File: src/rtl/parity_checker_sat_counter.sv
// Saturating up-counter with synchronous clear; clear has priority over increment.
module sat_counter #(
  parameter int unsigned Width = 8
) (
  input  logic             clk,
  input  logic             rst_n,
  input  logic             clr_i,
  input  logic             inc_i,
  output logic [Width-1:0] count_o
);

  logic [Width-1:0] count_q, count_d;

  always_comb begin
    count_d = count_q;
    if (clr_i) begin
      count_d = '0;
    end else if (inc_i && (count_q != {Width{1'b1}})) begin
      count_d = count_q + Width'(1);
    end
  end

  always_ff @(posedge clk or negedge rst_n) begin
    if (!rst_n) begin
      count_q <= '0;
    end else begin
      count_q <= count_d;
    end
  end

  assign count_o = count_q;

endmodule

File: config.mk
export PLATFORM = sky130hd
export DESIGN_NAME = sat_counter
export DESIGN_NICKNAME = d
export VERILOG_FILES = /design/src/rtl/parity_checker_sat_counter.sv
export SDC_FILE = /design/constraint.sdc
export NUM_CORES = 1
export LEC_CHECK = 0
export BUFFER_PORTS_ARGS = -buffer_cell sky130_fd_sc_hd__clkbuf_2
export CAP_MARGIN = 20
export CORE_AREA = 2 2 39 41
export CTS_CLUSTER_DIAMETER = 80
export DETAILED_ROUTE_END_ITERATION = 6
export DIE_AREA = 0 0 41 43
export PLACE_DENSITY = 0.56
export RECOVER_POWER = 25
export SLEW_MARGIN = 20
export SYNTH_ARGS = -nofsm -noshare
export SYNTH_HDL_FRONTEND = slang
export SYNTH_SLANG_ARGS = --single-unit
File: constraint.sdc
create_clock -name clk -period 2.1 [get_ports clk]
set_input_delay 0.105 -clock clk [delete_from_list [all_inputs] [get_ports clk]]
set_output_delay 0.105 -clock clk [all_outputs]
set_load 0.02 [all_outputs]
### Word-level counts from Yosys, hierarchy flattened

Index checks and enable logic that the tools add are counted.

| word-level totals | value |
|---|---|
| bits in registers | 8 |
| input port bits | 4 |
| output and inout bits | 8 |
| word-level logic and storage cells | 7 |

| operators by class | value |
|---|---|
| add/sub/neg operators | 1 |
| equality and inequality tests | 1 |
| mux-type cells | 2 |
| reduce and logical (&&, ||, !) cells | 2 |

Operator list:

| operator | count |
|---|---|
| 2-to-1 mux 8 bit | 2 |
| adder 8 x 1 -> 8 bit (second input constant) | 1 |
| != test 8 bit (second input constant) | 1 |
| nonzero test 2 bit | 1 |
| logical AND 1 bit | 1 |

### Logic depth before layout (Yosys ltp)

Gate-level depths: netlist of run 1.

| logic depth | value |
|---|---|
| word-level depth | 4 |
| depth in mapped cells | 4 |
| gate-level depth less buffers | 4 |

### Worst setup path after synthesis of run 1

No wires, ideal clock.

| path | value |
|---|---|
| kind | reg-to-reg |
| start | register count_q[0], in the netlist count_o[0] |
| end | register count_q[0], in the netlist count_o[0] |
| arrival time | 1.567 ns |
| required time | 1.975 ns |
| path slack | 0.409 ns |
| stages on the path, launching flop included | 5 |
| path buffers | 0 |
| clock period less this slack | 1.691 ns |
| cell sequence | dfrtp_1 ha_1 and4_2 a21boi_1 mux2_2 |

| on the way | value |
|---|---|
| cells in the longest elaborated chain, start to end | 3 |
| elaborated cells between the ends (all ways) | 6 |

Ends and longest elaborated chain:

| what | line | RTL |
|---|---|---|
| from (decl) | 12 | `logic [Width-1:0] count_q, count_d;` |
| from (signal assigned) | 27 | `count_q <= count_d;` |
| adder 8 x 1 -> 8 bit / != test 8 bit (equally long branches) | 19, 18 |  |
| 2-to-1 mux 8 bit / logical AND 1 bit (equally long branches) | 18 | `end else if (inc_i && (count_q != {Width{1'b1}})) begin` |
| 2-to-1 mux 8 bit / nonzero test 2 bit (equally long branches) | -- |  |

Parallel ways exist; a longest one is shown, timed or not. The select of a mux whose other input is x is not followed.
A chain may end at the register's enable or synchronous reset.

### Worst setup path in the final report of run 1

Same ends and word-level chain as after synthesis.

==> flow_summary_export.csv, run 1 <==
group,metric,value,unit
outcome,status,"finished, final reports clean",
global_route,antenna_found_initial,0,
timing,min_period_over_period,81.6,%
timing,setup_viol,0,
timing,rsz0062_at_grt,"false",
placement,pre_cts_slack,0.408,ns
drt,drtIter0Drc,11,
synthesis,synth_simple_gate_area_share,31.0,%
power_and_ir_drop,power_frac_seq,51.6,%
clocking,cts_buffer_depth,2,
clocking,clockRootBuffer,"clkbuf_4",
critical_path,critPathMaxFanout,7,
clocking,cts_tree,"done",
drt,vias,428,
clocking,path_clk_slew,0.06,ns
synthesis,netlist.area_leader.share,43.1,%
timing,final.min_clock_period,1.71,ns
power_and_ir_drop,pwr-share-comb,10.3,%
critical_path,crit_arrival,1.85,ns
drt,wirelength,1060,um
synthesis,synth_mux_area_share,7.01,%
cells_and_area,diodes,0,
power_and_ir_drop,netSwitchingFraction,25.5,%
synthesis,synthAdderAreaFrac,2.70,%
drt,remaining_drc_errors,0,
critical_path,cp.required,2.24,ns
timing,hold_viol,0,
global_route,grt_pass1_vias,390,
synthesis,synth_area_leader_cell,"dfrtp_1",
die,row_count,14,
drt,viasPerCell,5.49,
clocking,post_cts_buffers,0,
power_and_ir_drop,fin_total_pwr,0.000317,W
synthesis,syn_area,464,um^2
synthesis,synth_nets,54,
run,maxCapViolCount,0,
timing,maxSlewHeadroom,68.8,%
critical_path,path_class,"reg2reg",
critical_path,worst_setup_path_start_kind,"flip-flop",
synthesis,synthTopCellsByArea,"dfrtp_1 43%, mux2_2 4.9%, nor3_1 4.3%",
die,die_w,41,um
clocking,cts.sinks,8,
power_and_ir_drop,powerDensity,564,nW/um^2
die,die_h,43,um
die,initial_core_util,33.5,%
synthesis,synth-xor-area-share,0,%
timing,fin_ws,0.386,ns
power_and_ir_drop,internal_power,0.000236,W
cells_and_area,finish.net_count,69,
cells_and_area,drive_above_1_share,27.4,%
global_route,gr-total-overflow,0,
cells_and_area,final_util,40.6,%
timing,tns,0,ns
synthesis,avgSynthCellArea,9.47,um^2
power_and_ir_drop,ir_worst_vdd,0.288,mV
synthesis,ys_warn_count,0,
timing,fin_skew,0.00515,ns
synthesis,synth_compound_area_share,12.7,%
global_route,gr-usage-all-layers,14.8,%
clocking,numCtsBuffers,3,
synthesis,synth_cell_types,28,
clocking,htreeDepth,1,
synthesis,synth-seq-area-share,43.1,%
cells_and_area,fillers,148,
timing,slew_violations,0,
cells_and_area,area_growth_syn_to_layout,21.0,%
global_route,grt_pass1_wl,1690,um
placement,gp_congestion,0.763,
synthesis,ys_ff_latch,8,
placement,dpl.hpwl,752,um
power_and_ir_drop,p_clk_share,38.1,%
die,die-area,1760,um^2
die,io_pins,12,
power_and_ir_drop,power.leakage,0.250,nW
timing,worstMarginPinSlew,0.468,ns
critical_path,crit_path_end_kind,"flip-flop",
synthesis,synth_top_family_by_area,"simple AND/OR/NAND/NOR gates",
clocking,clk_latency,0.26,ns
drt,antenna_left,0,
hold_path,hold_path_class,"in2reg",
placement,portBuffers,11,
synthesis,syn_inst,49,
die,core-area,1380,um^2
cells_and_area,largest_reg_flops,8,
global_route,grt_max_degree,12,
power_and_ir_drop,p_switching,0.0000807,W
drt,first_pass_iters,4,
timing,max_clock_freq,583,MHz
drt,wl_per_cell,13.6,um
[layer usage]
metal  share of wire, %  vias to the layer above  GRT usage [%]  wire length (um)
met4               0.94                        0           8.00                10
met2                 47                       11           21.9               501
met5                  0                        -              0                 0
met1                 47                      204           18.1               494
li1                   -                      211              -                 -
met3                4.9                        2           4.71                52
[through the flow]
step | std cells | hold slack, ns | area, um^2
3_5_place_dp | 74 | -0.0280 | 531
4_1_cts | 78 | 0.180 | 563
5_1_grt | 78 | 0.215 | 562
6_report | 78 | 0.180 | 562
3_3_place_gp | 74 | -0.0294 | 531
2_1_floorplan | 49 | -0.191 | 464
[layout by cell type (no fill, tap or decap)]
cell type	count
clkbuf_2	10
a41oi_1	1
nor3_1	4
o21ai_0	1
ha_1	1
nand3_2	1
nand2_1	2
or3_1	1
a31oi_1	1
and4_1	1
dlygate4sd3_1	1
nand3_1	2
a21oi_1	3
a211oi_1	1
nor4_1	1
mux2i_1	1
clkbuf_1	1
mux2_2	2
inv_1	2
nor3b_1	1
and3_1	1
nor2b_1	3
nor2_1	2
dfrtp_1	8
a2111oi_0	1
a21boi_1	1
and4_2	1
clkbuf_4	3
nand2b_1	3
nand4_1	1
[logic make-up (layout without fill, tap and decap cells)]
family,count (synthesis),in the layout
buf+inv,4,17
mux,3,3
fa+ha+maj,1,1
flops,8,8
simple gates,24,24
compound gates,9,9
[path summary, 6_finish.rpt]
kind / start / end / slack, ns / cells after the start
min in group asynchronous: rst_n / count_o[7]$_DFFE_PN0P_ / 0.31 / 2
worst max register to register: count_o[0]$_DFFE_PN0P_ / count_o[0]$_DFFE_PN0P_ / 0.39 / 4
worst min-delay path: clr_i / count_o[7]$_DFFE_PN0P_ / 0.18 / 2
worst min register to register: count_o[7]$_DFFE_PN0P_ / count_o[7]$_DFFE_PN0P_ / 0.60 / 2
max in group asynchronous: rst_n / count_o[5]$_DFFE_PN0P_ / 1.47 / 2
worst max-delay path: count_o[0]$_DFFE_PN0P_ / count_o[0]$_DFFE_PN0P_ / 0.39 / 4
[repair_timing]
item / 4_1_cts / 5_1_grt
gates resized for setup: 0 / 0
endpoints found under the setup margin: 0 / 0
endpoints found under the hold margin: 8 / 0
hold buffers: 1 / 0
[cells in the mapped netlist]
cell and instances:
nand4_1 1, nand3_2 1, nand2b_1 3, nor3b_1 1, nor2_1 2, a21oi_1 3
buf_2 1, inv_1 2, a21boi_1 1, and4_1 1, nor2b_1 3, a31oi_1 1
nor4_1 1, o21ai_0 1, a2111oi_0 1, a211oi_1 1, and4_2 1, mux2_2 2
nand2_1 2, and3_1 1, dfrtp_1 8, or3_1 1, nand3_1 2, ha_1 1
clkbuf_1 1, nor3_1 4, mux2i_1 1, a41oi_1 1
[layout make-up]
class	count	area, um^2	area share, %
Multi-Input combinational cell	37	248	44.1
Sequential cell	8	200	35.6
Timing Repair Buffer	12	63.8	11.4
Clock buffer	3	22.5	4.01
Tap cell	16	20.0	3.56
Inverter	2	7.51	1.34
[critical path, cell delays in order (launching register included)]
cell,delay [ns]
dfrtp_1,0.43
ha_1,0.30
and4_2,0.29
a21boi_1,0.22
mux2_2,0.36
[power groups by stage]
stage	clock [W]	sequential [W]	combinational (W)
after floorplan	0	0.000170	0.0000157
final	0.000121	0.000164	0.0000327
after detailed placement	0	0.000166	0.0000318
after global placement	0	0.000165	0.0000322
after CTS	0.000125	0.000163	0.0000333
after global routing	0.000137	0.000164	0.0000367
(Power assumes the default switching activity.)
==> run 2, diff against run 1 <==
--- a/config.mk
+++ b/config.mk
@@ -11,7 +11,7 @@
 export CTS_CLUSTER_DIAMETER = 80
 export DETAILED_ROUTE_END_ITERATION = 6
 export DIE_AREA = 0 0 41 43
-export PLACE_DENSITY = 0.56
+export PLACE_DENSITY = 0.58
 export RECOVER_POWER = 25
 export SLEW_MARGIN = 20
 export SYNTH_ARGS = -nofsm -noshare
==> constraint.sdc (replaced) <==
create_clock -name clk -period 1.5 [get_ports clk]
set_input_delay 0.075 -clock clk [delete_from_list [all_inputs] [get_ports clk]]
set_output_delay 0.075 -clock clk [all_outputs]
set_load 0.02 [all_outputs]
==> flow_summary_export.csv, run 2 (same netlist as run 1, synthesis figures left out) <==
group,metric,value,unit
cells_and_area,area_growth_syn_to_layout,30.2,%
die,die_h,43,um
timing,hold_viol,0,
power_and_ir_drop,netSwitchingFraction,25.9,%
power_and_ir_drop,internal_power,0.000338,W
cells_and_area,final_util,43.7,%
cells_and_area,final_common_cell,"clkbuf_2",
critical_path,crit_arrival,1.58,ns
critical_path,critPathMaxFanout,5,
drt,wl_per_cell,13.2,um
global_route,grt_max_degree,12,
cells_and_area,finalNonFillerCells,81,
clocking,cts_tree,"done",
global_route,gr-usage-all-layers,14.6,%
timing,worstMarginPinSlew,0.470,ns
die,core-area,1380,um^2
clocking,numCtsBuffers,3,
timing,rsz0062_at_grt,"false",
timing,final.min_clock_period,1.44,ns
power_and_ir_drop,ir_worst_vdd,0.380,mV
critical_path,cpPeakStageDelay,0.44,ns
global_route,grt_pass1_wl,1660,um
die,die-area,1760,um^2
critical_path,cp.required,1.64,ns
placement,dp.cells,77,
drt,remaining_drc_errors,0,
cells_and_area,largest_reg_flops,8,
timing,fin_skew,0.00846,ns
drt,first_pass_iters,4,
drt,antenna_left,0,
power_and_ir_drop,p_switching,0.000118,W
power_and_ir_drop,power_frac_seq,50.3,%
drt,vias,427,
cells_and_area,diodes,0,
critical_path,path_delay_family,"flip-flops",
placement,gp_congestion,0.660,
global_route,grt_pass1_vias,383,
global_route,antenna_found_initial,0,
clocking,cts_buffer_depth,2,
timing,tns,0,ns
critical_path,crit_path_end_kind,"flip-flop",
critical_path,path_class,"reg2reg",
power_and_ir_drop,pwr-share-comb,12.0,%
power_and_ir_drop,powerDensity,754,nW/um^2
cells_and_area,seq_area,203,um^2
drt,viasPerCell,5.27,
critical_path,path_cells,"ha_4, and4_4, a21boi_2, mux2_2",
timing,slew_violations,0,
timing,max_clock_freq,696,MHz
critical_path,cp_num_buf_inv,0,
drt,wirelength,1070,um
hold_path,hold_path_class,"in2reg",
cells_and_area,drive_above_1_share,36.9,%
power_and_ir_drop,p_clk_share,37.6,%
cells_and_area,final_cell_mix,"10 x clkbuf_2, 6 x dfrtp_1, 4 x nor3_1",
clocking,clockRootBuffer,"clkbuf_4",
placement,portBuffers,11,
outcome,status,"finished, final reports clean",
drt,drtIter0Drc,13,
timing,setup_viol,0,
cells_and_area,multi_input_area,265,um^2
clocking,cts.sinks,8,
clocking,clk_latency,0.26,ns
critical_path,worst_setup_path_start_kind,"flip-flop",
clocking,post_cts_buffers,0,
die,die_w,41,um
placement,dpl.hpwl,752,um
cells_and_area,finish.net_count,72,
timing,timing.hold.ws,0.140,ns
power_and_ir_drop,power.leakage,0.262,nW
critical_path,slowest_stage,"dfrtp_2",
clocking,htreeDepth,1,
clocking,path_clk_slew,0.06,ns
die,io_pins,12,
die,initial_core_util,33.5,%
timing,maxSlewHeadroom,68.7,%
cells_and_area,fillers,147,
run,maxCapViolCount,0,
global_route,gr-total-overflow,0,
timing,min_period_over_period,95.8,%
die,row_count,14,
## run 2: changes by cell type in the layout (fill, tap and decap cells not counted)
cell      before  now
dfrtp_1        8    6
dfrtp_2        0    2
buf_4          0    3
and4_4         0    1
a21boi_2       0    1
and4_2         1    0
ha_1           1    0
a21boi_1       1    0
ha_4           0    1
## run 2: routing by layer
layer | GRT usage, % | vias to the layer above | wire length [um]
li1 | - | 218 | -
met1 | 21.3 | 194 | 539
met2 | 17.5 | 13 | 451
met3 | 3.14 | 2 | 56
met4 | 12.0 | 0 | 19
met5 | 0 | - | 0
## run 2: final timing paths
path                            slack, ns                    from                      to  depth (start not counted)
max in group asynchronous            0.87                   rst_n  count_o[1]$_DFFE_PN0P_                          2
worst min register to register       0.59  count_o[7]$_DFFE_PN0P_  count_o[7]$_DFFE_PN0P_                          2
worst min-delay path                 0.14                   clr_i  count_o[5]$_DFFE_PN0P_                          2
worst max-delay path                 0.06  count_o[1]$_DFFE_PN0P_  count_o[0]$_DFFE_PN0P_                          4
worst max register to register       0.06  count_o[1]$_DFFE_PN0P_  count_o[0]$_DFFE_PN0P_                          4
min in group asynchronous            0.28                   rst_n  count_o[7]$_DFFE_PN0P_                          2
## run 2: metrics by stage
step,power (W),setup slack (ns),area [um^2]
final,0.000456,0.0634,604
after global routing,0.000481,0.00779,604
after CTS,0.000464,0.0540,606
after detailed placement,0.000288,0.0565,573
after global placement,0.000288,0.0790,573
after floorplan,0.000265,0.0224,484
## run 2: layout make-up
| cell class | instances | share of cell area, % |
|---|---|---|
| Timing Repair Buffer | 15 | 14.3 |
| Multi-Input combinational cell | 37 | 43.9 |
| Clock buffer | 3 | 3.73 |
| Sequential cell | 8 | 33.5 |
| Inverter | 2 | 1.24 |
| Tap cell | 16 | 3.31 |
## run 2: what timing repair did
| item | 4_1_cts | 5_1_grt |
|---|---|---|
| resized for setup | 0 | 0 |
| hold buffers | 1 | 0 |
| hold endpoints to repair | 8 | 0 |
## run 2: power by group through the flow
stage	Sequential (W)	Clock, W	Combinational, W
floorplan	0.000241	0	0.0000243
finish	0.000229	0.000172	0.0000548
detailed placement	0.000234	0	0.0000542
global placement	0.000233	0	0.0000546
CTS	0.000230	0.000178	0.0000566
global route	0.000230	0.000188	0.0000635
